$ cat src/rtl/sd_dat_crc16_lanes_pkg.sv
// Shared types and constants for the SD DAT CRC16 lane unit.
// The END state is only reachable when SD_CRC_END_BIT_EN is defined.
package sd_crc_pkg;

    localparam int          CRC_BITS   = 16;
    localparam logic [15:0] CRC16_POLY = 16'h1021;
    localparam logic        MODE_GEN   = 1'b0;
    localparam logic        MODE_CHK   = 1'b1;

    typedef enum logic [2:0] {
        ST_IDLE,
        ST_DATA,
        ST_CRC,
        ST_END,
        ST_DONE
    } state_e;

    // One serial CRC16-CCITT step, data bit entering at the MSB side.
    function automatic logic [15:0] crc16_step(
        input logic [15:0] c,
        input logic        b
    );
        logic inv;
        inv = b ^ c[15];
        return {c[14:0], 1'b0} ^ (inv ? CRC16_POLY : 16'h0000);
    endfunction

endpackage

$ cat src/rtl/sd_dat_crc16_lanes_lane.sv
// One DAT lane: serial CRC16 LFSR with load, data feed and
// zero-fill shift-out controls.
module sd_crc16_lane
    import sd_crc_pkg::*;
#(
    parameter logic [15:0] INIT = 16'h0000
) (
    input  logic        clk_i,
    input  logic        rst_i,
    input  logic        load_i,
    input  logic        feed_i,
    input  logic        shift_i,
    input  logic        bit_i,
    output logic [15:0] crc_o
);

    logic [15:0] crc_q;
    logic [15:0] crc_d;

    always_comb begin
        crc_d = crc_q;
        if (feed_i) begin
            crc_d = crc16_step(crc_q, bit_i);
        end else if (shift_i) begin
            crc_d = {crc_q[14:0], 1'b0};
        end
    end

    always_ff @(posedge clk_i) begin
        if (rst_i || load_i) begin
            crc_q <= INIT;
        end else begin
            crc_q <= crc_d;
        end
    end

    assign crc_o = crc_q;

endmodule

$ cat src/rtl/sd_dat_crc16_lanes.sv
// Multi-lane SD DAT CRC16 generator/checker, one LFSR per lane.
// Define SD_CRC_END_BIT_EN to add the end-bit slot after the CRC.
module sd_dat_crc16_lanes
    import sd_crc_pkg::*;
#(
    parameter int          LANES      = 4,
    parameter int          BLOCK_BITS = 1024,
    parameter logic [15:0] INIT       = 16'h0000
) (
    input  logic                  CLK,
    input  logic                  RST,
    input  logic                  ENA,
    input  logic                  START,
    input  logic                  MODE,
    input  logic [LANES-1:0]      BITVAL,
    output logic [LANES-1:0]      CRC_OUT,
    output logic                  CRC_PHASE,
    output logic                  BUSY,
    output logic                  DONE,
    output logic [LANES-1:0]      CRC_ERR,
    output logic [16*LANES-1:0]   CRC
);

    localparam logic [15:0] LAST_BIT  = 16'(BLOCK_BITS - 1);
    localparam logic [3:0]  LAST_SLOT = 4'(CRC_BITS - 1);

    state_e           state_q;
    state_e           state_d;
    logic [15:0]      cnt_q;
    logic [15:0]      cnt_d;
    logic [3:0]       slot_q;
    logic [3:0]       slot_d;
    logic             mode_q;
    logic             mode_d;
    logic [LANES-1:0] err_q;
    logic [LANES-1:0] err_d;

    logic             load;
    logic             feed;
    logic             shift;
    logic [LANES-1:0] msb;

    always_comb begin
        state_d = state_q;
        cnt_d   = cnt_q;
        slot_d  = slot_q;
        mode_d  = mode_q;
        err_d   = err_q;
        load    = 1'b0;
        feed    = 1'b0;
        shift   = 1'b0;
        unique case (state_q)
            ST_IDLE: begin
                if (START) begin
                    state_d = ST_DATA;
                    load    = 1'b1;
                    mode_d  = MODE;
                    err_d   = '0;
                    cnt_d   = '0;
                end
            end
            ST_DATA: begin
                if (ENA) begin
                    feed  = 1'b1;
                    cnt_d = cnt_q + 16'd1;
                    if (cnt_q == LAST_BIT) begin
                        state_d = ST_CRC;
                        slot_d  = '0;
                    end
                end
            end
            ST_CRC: begin
                if (ENA) begin
                    shift  = 1'b1;
                    slot_d = slot_q + 4'd1;
                    if (mode_q == MODE_CHK) begin
                        err_d = err_q | (BITVAL ^ msb);
                    end
                    if (slot_q == LAST_SLOT) begin
`ifdef SD_CRC_END_BIT_EN
                        state_d = ST_END;
`else
                        state_d = ST_DONE;
`endif
                    end
                end
            end
`ifdef SD_CRC_END_BIT_EN
            ST_END: begin
                if (ENA) begin
                    if (mode_q == MODE_CHK) begin
                        err_d = err_q | ~BITVAL;
                    end
                    state_d = ST_DONE;
                end
            end
`endif
            ST_DONE: begin
                state_d = ST_IDLE;
            end
            default: begin
                state_d = ST_IDLE;
            end
        endcase
    end

    always_ff @(posedge CLK) begin
        if (RST) begin
            state_q <= ST_IDLE;
            cnt_q   <= '0;
            slot_q  <= '0;
            mode_q  <= MODE_GEN;
            err_q   <= '0;
        end else begin
            state_q <= state_d;
            cnt_q   <= cnt_d;
            slot_q  <= slot_d;
            mode_q  <= mode_d;
            err_q   <= err_d;
        end
    end

    always_comb begin
        CRC_OUT   = '0;
        CRC_PHASE = (state_q == ST_CRC);
        BUSY      = (state_q == ST_DATA) || (state_q == ST_CRC)
                 || (state_q == ST_END);
        DONE      = (state_q == ST_DONE);
        if (state_q == ST_CRC && mode_q == MODE_GEN) begin
            CRC_OUT = msb;
        end
`ifdef SD_CRC_END_BIT_EN
        if (state_q == ST_END && mode_q == MODE_GEN) begin
            CRC_OUT = '1;
        end
`endif
    end

    assign CRC_ERR = err_q;

    for (genvar n = 0; n < LANES; n++) begin : g_lane
        sd_crc16_lane #(
            .INIT    (INIT)
        ) u_lane (
            .clk_i   (CLK),
            .rst_i   (RST),
            .load_i  (load),
            .feed_i  (feed),
            .shift_i (shift),
            .bit_i   (BITVAL[n]),
            .crc_o   (CRC[16*n +: 16])
        );
        assign msb[n] = CRC[16*n+15];
    end

endmodule

$ cat config.mk
export PLATFORM = sky130hd
export DESIGN_NAME = sd_dat_crc16_lanes
export DESIGN_NICKNAME = d
export VERILOG_FILES = /design/src/rtl/sd_dat_crc16_lanes_pkg.sv /design/src/rtl/sd_dat_crc16_lanes_lane.sv /design/src/rtl/sd_dat_crc16_lanes.sv
export SDC_FILE = /design/constraint.sdc
export NUM_CORES = 1
export LEC_CHECK = 0
export ABC_CLOCK_PERIOD_IN_PS = 2600
export CAP_MARGIN = 20
export CORE_MARGIN = 3
export CORE_UTILIZATION = 50
export DETAILED_ROUTE_END_ITERATION = 10
export PLACE_DENSITY = 0.79
export SYNTH_ARGS = -nofsm -noshare
export SYNTH_HDL_FRONTEND = slang
export SYNTH_SLANG_ARGS = --single-unit
$ cat constraint.sdc
create_clock -name CLK -period 2.6 [get_ports CLK]
set_input_delay 0.52 -clock CLK [delete_from_list [all_inputs] [get_ports CLK]]
set_output_delay 0.52 -clock CLK [all_outputs]
set_load 0.03 [all_outputs]
# Word level (Yosys, flattened, before mapping)
# Cells that the tools add are included.
totals:
  rom_bits: 0
  mem_count: 0
  latchBits: 0
  ff_bits: 92
  input_bits: 9
  wordCells: 83
  mem_bits_rw: 0
classes:
  bitwise: 11
  magnitude_cmp: 0
  n_addsub: 2
  div_mod_pow: 0
  reduce_logical: 14
  shifts: 0
  multipliers: 0
  mux: 35
  n_eq_ne: 12
ops:
  columns: ["operator", "count"]
  rows:
  - ["$mux 16", 10]
  - ["$xor 16x16->16", 4]
  - ["$mux 13", 4]
  - ["$pmux 16 s2", 1]
  - ["$mux 4", 7]
  - ["$add 16x1->16 const B", 1]
  - ["$eq 16x10->1 const B", 1]
  - ["$pmux 4 s2", 2]
  - ["$mux 3", 5]
  - ["$pmux 3 s3", 1]
  - ["$ne 2x2->1 const B", 4]
  - ["$reduce_and 4->1", 2]
  - ["$reduce_bool 2->1", 4]
  - ["$eq 3x2->1 const B", 2]
  - ["$mux 1", 5]
  - ["$reduce_and 5->1", 1]
  - ["$add 4x1->4 const B", 1]
  - ["$eq 4x4->1 const B", 1]
  - ["$ne 2x1->1 const B", 2]
  - ["$or 4x4->4", 1]
  - ["$xor 1x1->1", 4]
  - ["$xor 4x4->4", 1]
  - ["$eq 3x1->1 const B", 1]
  - ["$eq 3x3->1 const B", 1]
  - ["other kinds (6)", 8]

# Logic depth before layout (Yosys ltp)
logic_depth:
  ltp_word: 5
  depth_mapped: 7
  ltp_nobuf: 5

# Hierarchy
# Synthesis repeated with hierarchy kept, for this count alone.
unflattened:
  cells_unflattened: 504
  hier_area_um2: 4270.3
by_module_without_submodules:
  columns: ["mod", "cells_per_inst", "seq_area_each_um2", "area_per_inst_um2", "instances"]
  rows:
  - ["sd_crc16_lane", 86, 320.3, 720.7, 4]
  - ["sd_dat_crc16_lanes", 160, 560.5, 1387.6, 1]

# Worst setup path after synthesis
# Ideal clock, no wire load.
synth_timing:
  path_type: "input to register"
  from: "in START"
  to: "reg cnt_q[15]"
  n_path_buf: 1
  setup_ns: 0.070
  required_time_ns: 2.530
  arrival_time_ns: 1.960
  stages: 5
  path_slack_ns: 0.569
  cell_sequence: "or4b_1 > buf_2 > a2111o_1 > or3_1 > a21oi_1"
synth_via:
  elab_chain_cells: 2
synth_lines:
  columns: ["item", "line", "source"]
  rows:
  - ["from (decl)", "sd_dat_crc16_lanes.sv:13", "input logic START,"]
  - ["$ne 2x2->1 (no source line)", null, null]
  - ["$reduce_and 3->1 (no source line)", null, null]
  - ["to (signal assigned)", "sd_dat_crc16_lanes.sv:116", "cnt_q <= cnt_d;"]
  - ["to (decl)", "sd_dat_crc16_lanes.sv:29", "logic [15:0] cnt_q;"]
# No other way between the ends.
# A chain may end at the register's enable or synchronous reset.

# Worst setup path in the final report
layout_timing:
  from: "reg state_q[0]"
  to: "out CRC_OUT[3]"
layout_via:
  elab_chain_cells: 3
layout_lines:
  columns: ["item", "line", "source"]
  rows:
  - ["from (decl)", "sd_dat_crc16_lanes.sv:27", "state_e state_q;"]
  - ["from (signal assigned)", "sd_dat_crc16_lanes.sv:115", "state_q <= state_d;"]
  - ["$eq 3x2->1", "sd_dat_crc16_lanes.sv:129", "if (state_q == ST_CRC && mode_q == MODE_GEN) begin"]
  - ["$logic_and 1x1->1", "sd_dat_crc16_lanes.sv:129", null]
  - ["$mux 4", "sd_dat_crc16_lanes.sv:129", null]
  - ["to (decl)", "sd_dat_crc16_lanes.sv:16", "output logic [LANES-1:0] CRC_OUT,"]
# No other way between the ends.

==> results by group <==
Power
  – Register share of total power: 56.1%
  – Switching portion of total power: 26.2%
  – Internal power: 0.00189 W
  – Pwr dens: 530 nW/um^2
  – Sw power: 0.000670 W
  – Leakage power: 1.61 nW
  – Clock share of power: 36.2%
  – VDD IR max: 0.397 mV
  – Comb power frac: 7.7%

Floorplanning
  – Overall die area: 9080 sq um
  – Ports: 84
  – Std-Cell Rows: 31
  – Total core area: 7490 sq um
  – Initial core utilization: 53.3%
  – Die Wd: 95.3 um
  – Vert. Die Dim: 95.3 um

Setup path
  – Slowest-stage cell, CP: dfxtp_1
  – CP Capture Type: primary output
  – Worst R2R Path Depth: 5
  – Critical path type: register to primary output
  – Reg-to-reg endpoint: cnt_q[13]$_SDFFE_PP0P_
  – Max stage delay on crit path: 390 ps
  – CP dominant cell by count: and2_1
  – R2R setup slack: 490 ps
  – Critical Path Source Type: register
  – Critical-path maximum fanout: 8
  – CP startpoint: state_q[0]$_SDFFE_PP0P_
  – Reg-to-reg critical path startpoint: state_q[1]$_SDFFE_PP0P_
  – Arrival time worst endpoint: 1940 ps
  – Crit path capture: CRC_OUT[3]
  – Critical path cell sequence: nor2_1 -> and2_1 -> nor2b_1 -> buf_4 -> and2_1 -> clkdlybuf4s15_1
  – Worst EP required: 2080 ps

Timing
  – Final setup fails: 0
  – Final hold vios: 0
  – Fin Setup TNS: 0 ps
  – Fmax: 407 MHz
  – Period utilization: 94.5%
  – Pin slew with the least headroom to its limit: 750 ps
  – Slew margin rel.: 49.8%
  – RSZ-0062 raised after global routing: false
  – Minimum clock period: 2460 ps
  – Skew final: 9.39 ps
  – Slew Limit Fails: 0

Global routing
  – Largest net degree at the start of global routing: 57
  – Grt total ovfl: 0
  – Global-route wire length before repair: 14700 um
  – GRT Total Usage: 20.5%
  – Initial antenna violation count: 0
  – Vias in the first global route: 3049

Hold path
  – Type of the most critical hold path: register to register
  – Hold path depth: 2

Detailed routing
  – Post-route DRC: 0
  – Drt first-iter violations: 229
  – Via count: 3349
  – Total length of routed wires: 8930 um
  – Vias per inst: 5.32
  – Antenna viol nets, final: 0
  – Wirelength per Cell: 14.2 um
  – 1st-pass router iterations: 7

Synthesis
  – Synth Instances: 493
  – Synth Area per Inst: 8.09 sq um
  – Main flop type after synthesis: dfxtp_1
  – EDFF count, synth: 0
  – Area leader, netlist: dfxtp_1
  – Count leader, synth: nand2_1
  – Synth top area share: 46.2%
  – Synth cell types: 45
  – Synth area leaders: dfxtp_1 46%, nand2_1 12%, a21oi_1 9.9%, buf_4 9.8%, xor2_1 3.3%
  – Ys async rst share: 0%
  – Netlist Area Pre-Place: 3990 sq um
  – Synth Warn #: 0
  – Seq/Total Area, Yosys: 46.2%
  – Synth Register Bits: 92
  – Synth top cells by count: 125 x nand2_1, 92 x dfxtp_1, 79 x a21oi_1
  – Mapped Nets: 504

Clock tree
  – Clock buffer depth: 2
  – Clock root buffer: clkbuf_8
  – Clock network latency to the later pin of the worst-skew pair: 350 ps
  – CTS sink cnt: 92
  – H-tree depth: 3
  – Clock Pin Slew Worst Setup and Hold Paths: 100 ps
  – # Post-CTS Setup Buffers: 0
  – # hold bufs at CTS: 0
  – CTS tree: yes
  – Num CTS Buffers: 9

Layout
  – # diodes: 0
  – Design Area, Final: 4830 sq um
  – Final core occ: 64.5%
  – Area grow syn2layout: 21.1%
  – Fill cells: 608
  – Nets: 537
  – Layout cell share with drive strength beyond 1: 7.53%

Placement
  – Gpl congestion: 0.823
  – Port buffer count: 83
  – DP HPWL: 6340 um
  – Area after DPL: 4630 sq um

Outcome
  – Status: complete, no violations

Run
  – Max_cap viols: 0
worst min path at each step:
stage          slack [ps]                                       to                                     from
2_1_floorplan         450  g_lane[0].u_lane.crc_o[13]$_SDFFE_PP0P_  g_lane[0].u_lane.crc_o[13]$_SDFFE_PP0P_
3_3_place_gp          450                  CRC_ERR[2]$_SDFFE_PP0P_                  CRC_ERR[2]$_SDFFE_PP0P_
3_5_place_dp          460                  CRC_ERR[1]$_SDFFE_PP0P_                  CRC_ERR[1]$_SDFFE_PP0P_
4_1_cts               470  g_lane[0].u_lane.crc_o[10]$_SDFFE_PP0P_  g_lane[0].u_lane.crc_o[10]$_SDFFE_PP0P_
5_1_grt               490  g_lane[1].u_lane.crc_o[15]$_SDFFE_PP0P_  g_lane[1].u_lane.crc_o[14]$_SDFFE_PP0P_
6_report              470   g_lane[0].u_lane.crc_o[6]$_SDFFE_PP0P_   g_lane[0].u_lane.crc_o[6]$_SDFFE_PP0P_
stage by stage:
step | cells | setup WS (ps) | hold WS (ps) | power (W)
2_1_floorplan | 493 | 569 | 445 | 0.00159
3_3_place_gp | 614 | 96.2 | 448 | 0.00166
3_5_place_dp | 614 | 66.0 | 460 | 0.00166
4_1_cts | 630 | 79.4 | 473 | 0.00258
5_1_grt | 630 | 1.76 | 490 | 0.00267
6_report | 630 | 142 | 474 | 0.00256
critical path, delay by kind of cell (launching register included):
kind | cells | cell delay, ps
buf+inv | 2 | 520
simple gates | 4 | 670
flops | 1 | 390
placed cells by master, fill, tap and decap left out, drive strengths merged, types with 2 or more instances in the layout:
| cell type | instances |
|---|---|
| and3 | 2 |
| o211ai | 3 |
| clkbuf | 10 |
| clkdlybuf4s15 | 4 |
| and2 | 8 |
| xor2 | 15 |
| a21oi | 79 |
| o21ai | 15 |
| or3 | 5 |
| nor2 | 20 |
| ha | 2 |
| nand4 | 4 |
| inv | 4 |
| nand3 | 8 |
| a211oi | 2 |
| nand2 | 125 |
| clkinv | 2 |
| nand4bb | 2 |
| nor3 | 2 |
| buf | 17 |
| and4 | 2 |
| or4 | 3 |
| nor4b | 2 |
| dfxtp | 92 |
| a31oi | 2 |
| clkdlybuf4s50 | 79 |
| xnor2 | 2 |
cells by family (layout without fill, tap and decap cells):
family          Yosys count  count (layout)  synth area share (%)
simple gates            192             192                  21.7
compound gates          110             110                  15.0
flops                    92              92                  46.2
buf+inv                  79             117                  12.4
xor+xnor                 17              17                  3.74
fa+ha+maj                 2               2                 0.628
mux                       1               1                 0.282
power groups by stage:
stage / Sequential (W) / Combinational [W] / Clock (W)
6_report: 0.00143 / 0.000197 / 0.000928
2_1_floorplan: 0.00147 / 0.000117 / 0
3_3_place_gp: 0.00147 / 0.000195 / 0
5_1_grt: 0.00144 / 0.000214 / 0.00101
3_5_place_dp: 0.00147 / 0.000197 / 0
4_1_cts: 0.00143 / 0.000198 / 0.000947
flip-flops by register name, indices dropped and copies added, names as in the netlist:
register             flops
slot_q                   4
CRC_ERR                  4
g_lane.u_lane.crc_o     64
mode_q                   1
state_q                  3
cnt_q                   16
routing by layer:
layer	vias up	share of wire (%)	track usage [%]
met5	-	0	0
met4	0	1.9	7.93
met3	18	8.0	6.63
met2	108	48	31.2
met1	1552	42	27.0
li1	1671	-	-
repair_timing:
action | CTS | global route
setup endpoints to repair | 4 | 4
hold endpoints to repair | 0 | 0
resized for setup | 4 | 4
area by class of cell:
cell class                 count  area (sq um)  area share [%]
multi-input combinational    322          1650            34.3
clock buffer                  10           138            2.85
clock inverter                 6          56.3            1.17
inverter                       1          3.75          0.0778
tap                           99           124            2.57
timing repair buffer         100          1010            20.9
sequential                    92          1840            38.2
Power figures use the tool's default switching activity.
